<file path="config.mk">
export PLATFORM = sky130hd
export DESIGN_NAME = sorter_output_serializer
export DESIGN_NICKNAME = d
export VERILOG_FILES = /design/src/rtl/sorter_pkg.sv /design/src/rtl/sorter_output_serializer.sv
export SDC_FILE = /design/constraint.sdc
export NUM_CORES = 2
export LEC_CHECK = 0
export BUFFER_PORTS_ARGS = -buffer_cell sky130_fd_sc_hd__buf_2
export CORE_AREA = 2 2 341 343
export DETAILED_ROUTE_END_ITERATION = 8
export DIE_AREA = 0 0 343 345
export SYNTH_ARGS = -nofsm -noshare
export SYNTH_HDL_FRONTEND = slang
export SYNTH_SLANG_ARGS = --single-unit
</file>
<file path="constraint.sdc">
create_clock -name clock -period 28 [get_ports clock]
set_input_delay 1.4 -clock clock [delete_from_list [all_inputs] [get_ports clock]]
set_output_delay 1.4 -clock clock [all_outputs]
set_load 0.01 [all_outputs]
</file>
<file path="src/rtl/sorter_pkg.sv">
// Shared types and record-layout helpers for the sorting network back end.
// A record is packed as {dest, user, data} with data in the LSBs.
package sorter_pkg;

    typedef enum logic {
        IDLE   = 1'b0,
        STREAM = 1'b1
    } serializer_state_t;

    localparam int DEF_DATA_WIDTH = 32;
    localparam int DEF_USER_WIDTH = 32;
    localparam int DEF_DEST_WIDTH = 32;
    localparam int DATA_OFS       = 0;

    function automatic int rec_width(input int dw, input int uw, input int tw);
        return dw + uw + tw;
    endfunction

    function automatic int user_ofs(input int dw);
        return DATA_OFS + dw;
    endfunction

    function automatic int dest_ofs(input int dw, input int uw);
        return DATA_OFS + dw + uw;
    endfunction

endpackage

</file>
<file path="src/rtl/sorter_output_serializer.sv">
// Replays one captured sorted batch as an AXI-stream, one record per handshake.
// Build option SORTER_SERIALIZER_DESCENDING_EN emits index len-1 down to 0.
module sorter_output_serializer
    import sorter_pkg::*;
#(
    parameter int DATA_WIDTH = DEF_DATA_WIDTH,
    parameter int USER_WIDTH = DEF_USER_WIDTH,
    parameter int DEST_WIDTH = DEF_DEST_WIDTH,
    parameter int N_ELEMENTS = 8,
    localparam int REC_W = rec_width(DATA_WIDTH, USER_WIDTH, DEST_WIDTH),
    localparam int LEN_W = $clog2(N_ELEMENTS + 1)
) (
    input  logic                                clock,
    input  logic                                reset,
    input  logic                                batch_valid,
    output logic                                batch_ready,
    input  logic [N_ELEMENTS-1:0][REC_W-1:0]    batch_data,
    input  logic [LEN_W-1:0]                    batch_length,
    output logic [DATA_WIDTH-1:0]               out_data,
    output logic [USER_WIDTH-1:0]               out_user,
    output logic [DEST_WIDTH-1:0]               out_dest,
    output logic                                out_valid,
    input  logic                                out_ready,
    output logic                                out_last
);

    localparam int IDX_W    = $clog2(N_ELEMENTS);
    localparam int USER_OFS = user_ofs(DATA_WIDTH);
    localparam int DEST_OFS = dest_ofs(DATA_WIDTH, USER_WIDTH);

    serializer_state_t                  r_state;
    serializer_state_t                  w_state_nxt;
    logic [N_ELEMENTS-1:0][REC_W-1:0]   r_mem;
    logic [LEN_W-1:0]                   r_len;
    logic [IDX_W-1:0]                   r_idx;
    logic                               r_ready;
    logic                               r_valid;
    logic                               r_last;
    logic [DATA_WIDTH-1:0]              r_data;
    logic [USER_WIDTH-1:0]              r_user;
    logic [DEST_WIDTH-1:0]              r_dest;

    logic [LEN_W-1:0]                   w_len_c;
    logic [IDX_W-1:0]                   w_start;
    logic [IDX_W-1:0]                   w_step;
    logic                               w_capture;
    logic                               w_advance;
    logic                               w_done;
    logic [IDX_W-1:0]                   w_sel_idx;
    logic [REC_W-1:0]                   w_sel_rec;
    logic [LEN_W-1:0]                   w_sel_len;
    logic                               w_sel_last;

    // Oversized lengths are clamped to the array depth.
    assign w_len_c = (batch_length > LEN_W'(N_ELEMENTS)) ? LEN_W'(N_ELEMENTS) : batch_length;

`ifdef SORTER_SERIALIZER_DESCENDING_EN
    assign w_start = IDX_W'(w_len_c - LEN_W'(1));
    assign w_step  = r_idx - IDX_W'(1);
`else
    assign w_start = '0;
    assign w_step  = r_idx + IDX_W'(1);
`endif

    always_comb begin
        w_state_nxt = r_state;
        w_capture   = 1'b0;
        w_advance   = 1'b0;
        w_done      = 1'b0;
        case (r_state)
            IDLE: begin
                // A zero-length beat is consumed without leaving IDLE.
                if (batch_valid && r_ready && (w_len_c != '0)) begin
                    w_capture   = 1'b1;
                    w_state_nxt = STREAM;
                end
            end
            STREAM: begin
                if (r_valid && out_ready) begin
                    if (r_last) begin
                        w_done      = 1'b1;
                        w_state_nxt = IDLE;
                    end else begin
                        w_advance   = 1'b1;
                    end
                end
            end
            default: w_state_nxt = IDLE;
        endcase
    end

    always_comb begin
        w_sel_idx = w_step;
        w_sel_rec = r_mem[w_step];
        w_sel_len = r_len;
        if (w_capture) begin
            w_sel_idx = w_start;
            w_sel_rec = batch_data[w_start];
            w_sel_len = w_len_c;
        end
`ifdef SORTER_SERIALIZER_DESCENDING_EN
        w_sel_last = (w_sel_idx == '0);
`else
        w_sel_last = (LEN_W'(w_sel_idx) == (w_sel_len - LEN_W'(1)));
`endif
    end

    always_ff @(posedge clock or posedge reset) begin
        if (reset) begin
            r_state <= IDLE;
            r_ready <= 1'b0;
            r_mem   <= '0;
            r_len   <= '0;
            r_idx   <= '0;
            r_valid <= 1'b0;
            r_last  <= 1'b0;
            r_data  <= '0;
            r_user  <= '0;
            r_dest  <= '0;
        end else begin
            r_state <= w_state_nxt;
            r_ready <= (w_state_nxt == IDLE);
            if (w_capture) begin
                r_mem <= batch_data;
                r_len <= w_len_c;
            end
            if (w_capture || w_advance) begin
                // Output registers are loaded with the record the index is moving to.
                r_idx   <= w_sel_idx;
                r_valid <= 1'b1;
                r_last  <= w_sel_last;
                r_data  <= w_sel_rec[DATA_OFS +: DATA_WIDTH];
                r_user  <= w_sel_rec[USER_OFS +: USER_WIDTH];
                r_dest  <= w_sel_rec[DEST_OFS +: DEST_WIDTH];
            end else if (w_done) begin
                r_valid <= 1'b0;
                r_last  <= 1'b0;
                r_data  <= '0;
                r_user  <= '0;
                r_dest  <= '0;
            end
        end
    end

    assign batch_ready = r_ready;
    assign out_valid   = r_valid;
    assign out_last    = r_last;
    assign out_data    = r_data;
    assign out_user    = r_user;
    assign out_dest    = r_dest;

endmodule
</file>
* After elaboration in Yosys (flattened, before gate mapping)
Index checks and enable logic that the tools add are counted.
** Cells by class
- $add $sub $neg :: 2
- Order comparisons :: 2
- Equality and inequality tests :: 1
- Multiplexer cells :: 23
- Bitwise gates (word level) :: 2
- Reduce and logical (&&, ||, !) cells :: 6
** Operator list (number)
- binary-select mux 96 bit (select 3 bit) :: 1
- two-way mux 96 bit :: 2
- two-way mux 32 bit :: 4
- two-way mux 1 bit :: 12
- two-way mux 4 bit :: 2
- equality test 3 x 4 -> 1 bit :: 1
- > comparator 4 bit (second input constant) :: 1
- less-than comparator 3 x 4 -> 1 bit (second input constant) :: 1
- nonzero test 4 bit :: 1
- subtractor 4 x 1 -> 4 bit (second input constant) :: 1
- adder 3 x 1 -> 3 bit (second input constant) :: 1
- logical AND 1 bit :: 3
- two-way mux 3 bit :: 1
- inverter 1 bit :: 2
- case mux 1 bit (2 select lines) :: 1
- nonzero test 2 bit :: 1
- logical OR 1 bit :: 1
** Storage, ports and cells
- Bits in registers :: 875
- Input bits :: 776
- Output and inout bits :: 99
- Word-level logic and storage cells :: 53

* Longest topological paths before layout
- Depth in word-level cells :: 10
- Mapped depth :: 12
- Mapped depth without buffers :: 9

* Worst setup path after synthesis
No wires, ideal clock.
- Kind :: in2reg
- From :: in batch_length[2]
- To :: reg r_last (netlist: out_last)
- Library setup time :: 122 ps
- Data arrival time :: 3625 ps
- Required time :: 27878 ps
- Path slack :: 24253 ps
- Cell stages on the path :: 12
- Path buffers :: 4
- Cells stage by stage :: or4_1 buf_2 and2_1 buf_6 buf_6 buf_6 a21boi_0 ha_1 xnor2_1 nor3_1 a311oi_1 a2111oi_1
** On the way
- Longest elaborated chain between the ends :: 10
- Elaborated cells between the ends (all ways) :: 13
- Those cells by class :: add/sub (1); order compare (1); eq/ne (1); mux (6); reduce/logical (4)
** Ends and longest elaborated chain
- from (decl) :: RTL line sorter_output_serializer.sv:18 : input logic [LEN_W-1:0] batch_length,
- > comparator 4 bit :: RTL line sorter_output_serializer.sv:55 : assign w_len_c = (batch_length > LEN_W'(N_ELEMENTS)) ? LEN_W'(N_ELEMENTS) : batch_length;
- two-way mux 4 bit (*) :: RTL line sorter_output_serializer.sv:55
- nonzero test 4 bit :: RTL line sorter_output_serializer.sv:73 : if (batch_valid && r_ready && (w_len_c != '0)) begin
- logical AND 1 bit :: RTL line sorter_output_serializer.sv:73
- two-way mux 1 bit :: RTL line sorter_output_serializer.sv:73
- two-way mux 1 bit :: RTL line sorter_output_serializer.sv:70 : case (r_state)
- two-way mux 4 bit :: RTL line sorter_output_serializer.sv:96 : if (w_capture) begin
- subtractor 4 x 1 -> 4 bit :: RTL line sorter_output_serializer.sv:104 : w_sel_last = (LEN_W'(w_sel_idx) == (w_sel_len - LEN_W'(1)));
- equality test 3 x 4 -> 1 bit :: RTL line sorter_output_serializer.sv:104
- two-way mux 1 bit :: RTL line sorter_output_serializer.sv:127 : if (w_capture || w_advance) begin
- to (signal assigned) :: RTL line sorter_output_serializer.sv:131 : r_last <= w_sel_last;
- to (decl) :: RTL line sorter_output_serializer.sv:38 : logic r_last;
Mark *: on every way between the ends. The rest lies on a longest branch, timed or not.
A chain may end at the register's enable or synchronous reset.

* Worst setup path in the final report
- From :: in batch_valid
- To :: reg r_data[25] (netlist: out_data[25])
** On the way
- Longest elaborated chain between the ends :: 6
- Elaborated cells between the ends (all ways) :: 8
- Those cells by class :: mux (4); reduce/logical (4)
** Ends and longest elaborated chain
- from (decl) :: RTL line sorter_output_serializer.sv:15 : input logic batch_valid,
- logical AND 1 bit (*) (2 in a row) :: RTL line sorter_output_serializer.sv:73
- two-way mux 1 bit (*) :: RTL line sorter_output_serializer.sv:73
- two-way mux 1 bit (*) :: RTL line sorter_output_serializer.sv:70
- two-way mux 96 bit / logical OR 1 bit (equally long branches) :: RTL line sorter_output_serializer.sv:96, sorter_output_serializer.sv:127
- two-way mux 32 bit / nonzero test 2 bit (equally long branches)
- to (signal assigned) :: RTL line sorter_output_serializer.sv:132 : r_data <= w_sel_rec[DATA_OFS +: DATA_WIDTH];
- to (decl) :: RTL line sorter_output_serializer.sv:39 : logic [DATA_WIDTH-1:0] r_data;
Marked as above.

==> summary.txt <==
Status
  • Status: finished, final reports clean

Floorplan
  • Row count: 125
  • Initial Util: 0.340
  • Core area: 115000 um2
  • Die Area: 118000 um2
  • IO Pins: 875
  • Chip Width: 343 um
  • Height of the chip: 345 um

Power
  • Pwr/cell area: 110 nW/um2
  • Total power: 5.24 mW
  • Leakage: 24.7 nW
  • Worst vdd ir: 0.0682 mV

Global routing
  • Global-route wire length before repair: 190 mm
  • Vias in the first global route: 31900
  • Initial antenna violation count: 62
  • GRT Total Usage: 0.207
  • Overflow after GRT: 0
  • Largest net degree at the start of global routing: 217

Critical path
  • CP Data Arrival Time: 6.66 ns
  • Crit Path Max Fanout: 85
  • Startpoint Class: primary input
  • CP Capture Type: register
  • Crit Path Class: in2reg
  • Crit path required time: 28.59 ns

Detailed routing
  • Vias: 31100
  • Drt drc: 0
  • Post-Route WL: 125 mm
  • Avg WL per Cell: 19.5 um
  • Drt first-iter violations: 2233
  • Vias per cell: 4.87
  • Post-route ant nets: 0
  • DRT Pass-1 Iters: 5

Layout
  • Fillers: 11400
  • Area delta synth->final: 21.4%
  • Final Cell Area: 47500 um2
  • Final Core Density: 0.413
  • Fraction of layout cells with a size suffix above 1: 0.264
  • Final #Nets: 5514

Timing
  • Setup Skew: 0.0370 ns
  • Post-Route Setup TNS: 0 ns
  • Max frequency: 165 MHz
  • Endpoints failing setup: 0
  • Relative slew slack: 0.216
  • Final hold violation count: 0
  • Slew Limit Fails: 0
  • Period Utilization, post-route: 0.217
  • Actual slew at the worst max-slew pin: 1.18 ns
  • Fin crit period: 6.07 ns
  • Unrepaired setup endpoints after global routing: false

Logic synthesis
  • Top cell type's share of synthesized area: 0.559
  • EDFF count, synth: 0
  • Synth Register Bits: 875
  • Dominant cells by area after synthesis: dfrtp_1 (56%), nand2_1 (22%), mux4_2 (11%), mux2i_1 (2.5%), buf_6 (2.2%)
  • Mapped Nets: 4755
  • Synth cell count leaders: nand2_1 (2320), dfrtp_1 (875), mux4_2 (192)
  • Number of synthesis warnings: 0
  • Cells after Synth: 3977
  • Mean area per synthesized cell: 9.84 um2
  • Synth cell types: 41
  • Most frequent cell after synthesis: nand2_1
  • Synth area leader: dfrtp_1
  • Seq/Total Area, Yosys: 0.559
  • Prevailing post-synth register cell: dfrtp_1
  • Asr flop ratio synth: 1.00
  • Mapped cell area: 39200 um2

Clock tree
  • Clock Pin Slew Worst Setup and Hold Paths: 0.06 ns
  • Root buffer cell: clkbuf_16
  • Num CTS Buffers: 98
  • Postcts setup bufs: 0
  • Hold Buf Count CTS: 0
  • Latest clock arrival within the worst-skew pair: 0.67 ns
  • CTS tree: done
  • Post-cts repair resize count: 0
  • H-tree depth: 3
  • Num Clock Sinks: 875
  • CTS Buffer Depth: 3

Placed design
  • Post-place instance area: 44100 um2
  • Count of input and output buffers: 874
  • Routability cong.: 0.879
  • DP Wirelength: 86.6 mm

Flow run
  • Max_cap viols: 0

Hold path
  • Worst hold path type: reg2reg
## worst paths after layout
path                        startpoint      endpoint  slack (ns)  cells past startpoint
max                        batch_valid  out_data[25]       21.93                     10
min                         r_mem[310]    r_mem[310]        0.47                      2
max reg2reg                    r_state  out_data[25]       22.24                      9
min reg2reg                 r_mem[310]    r_mem[310]        0.47                      2
max in group asynchronous        reset    r_mem[527]       23.04                      6
min in group asynchronous        reset    r_mem[472]        0.86                      2
## layout make-up
class,count,area (um2),share of cell area
diodes,41,103,0.00216
clock buffers,143,2860,0.0602
clock inverters,31,457,0.00961
inverters,3,18.8,0.000395
multi-input cells,2841,15600,0.327
flip-flops and latches,875,21900,0.461
well taps,1524,1910,0.0401
repair buffers,917,4730,0.0996
## layer usage
layer | global-route usage | share of wire | vias to the layer above
met4 | 0.0875 | 0.031 | 40
met2 | 0.330 | 0.48 | 1010
li1 | - | - | 14400
met1 | 0.271 | 0.42 | 15400
met5 | 0 | 0.0022 | -
met3 | 0.0449 | 0.066 | 243
## flip-flops by register name (all words and copies together), names as in the netlist
register	count
r_mem	768
r_len	4
batch_ready	1
out_valid	1
out_user	32
out_last	1
out_dest	32
r_idx	3
r_state	1
out_data	32
## cells in the final DEF, fill, tap and decap left out, types with 2 or more instances in the layout
cell / netlist / final
and3b_1: 2 / 2
clkinv_8: 0 / 2
inv_1: 3 / 2
xnor2_1: 3 / 3
clkbuf_8: 0 / 24
nor3_1: 2 / 2
a21oi_1: 4 / 4
inv_6: 0 / 2
nor2_1: 3 / 3
buf_4: 5 / 40
clkbuf_16: 0 / 98
clkinv_2: 0 / 11
diode_2: 0 / 41
clkinv_4: 0 / 2
xor2_1: 3 / 2
bufinv_16: 0 / 6
mux4_2: 192 / 192
o21ai_0: 10 / 10
a22oi_1: 95 / 95
buf_12: 0 / 3
inv_8: 0 / 2
nand2_1: 2320 / 2319
clkinvlp_4: 0 / 3
clkinv_16: 0 / 4
mux2i_1: 96 / 96
clkbuf_1: 42 / 21
buf_2: 125 / 874
o21ai_1: 87 / 87
dfrtp_1: 875 / 874
## per-stage QoR
stage                     setup WS [ns]  std cells  hold slack, ns
after floorplan                    2.01       3977           0.440
after global placement            21.39       6160           0.451
after detailed placement          21.35       6160           0.457
after CTS                         22.08       6334           0.472
after global routing              21.52       6369           0.486
final                             21.93       6375           0.468
## where the power goes
| group | leakage, nW | internal (mW) | switching [mW] | total, mW |
|---|---|---|---|---|
| Clock | 1.62 | 0.769 | 0.549 | 1.32 |
| Sequential | 11.1 | 1.87 | 0.361 | 2.23 |
| Combinational | 12.0 | 0.841 | 0.851 | 1.69 |
## logic make-up (layout without fill, tap and decap cells)
| group | count (synthesis) | in the layout | share of synthesized area |
|---|---|---|---|
| simple gates | 2338 | 2338 | 0.225 |
| flops | 875 | 875 | 0.559 |
| mux | 288 | 288 | 0.135 |
| buf+inv | 261 | 1094 | 0.0445 |
| compound gates | 206 | 206 | 0.0333 |
| xor+xnor | 7 | 7 | 0.00192 |
| fa+ha+maj | 2 | 2 | 0.000639 |
| other cells | 0 | 41 | 0 |
## worst max-delay path: stages
cell and delay [ns]:
buf_2 0.10, and3b_1 0.40, and2_4 0.68, buf_4 0.76, buf_4 0.62, buf_4 0.72
buf_4 0.74, buf_4 0.68, a22oi_1 0.19, o21ai_0 0.13
No activity file was read; power rests on OpenSTA's default activity.
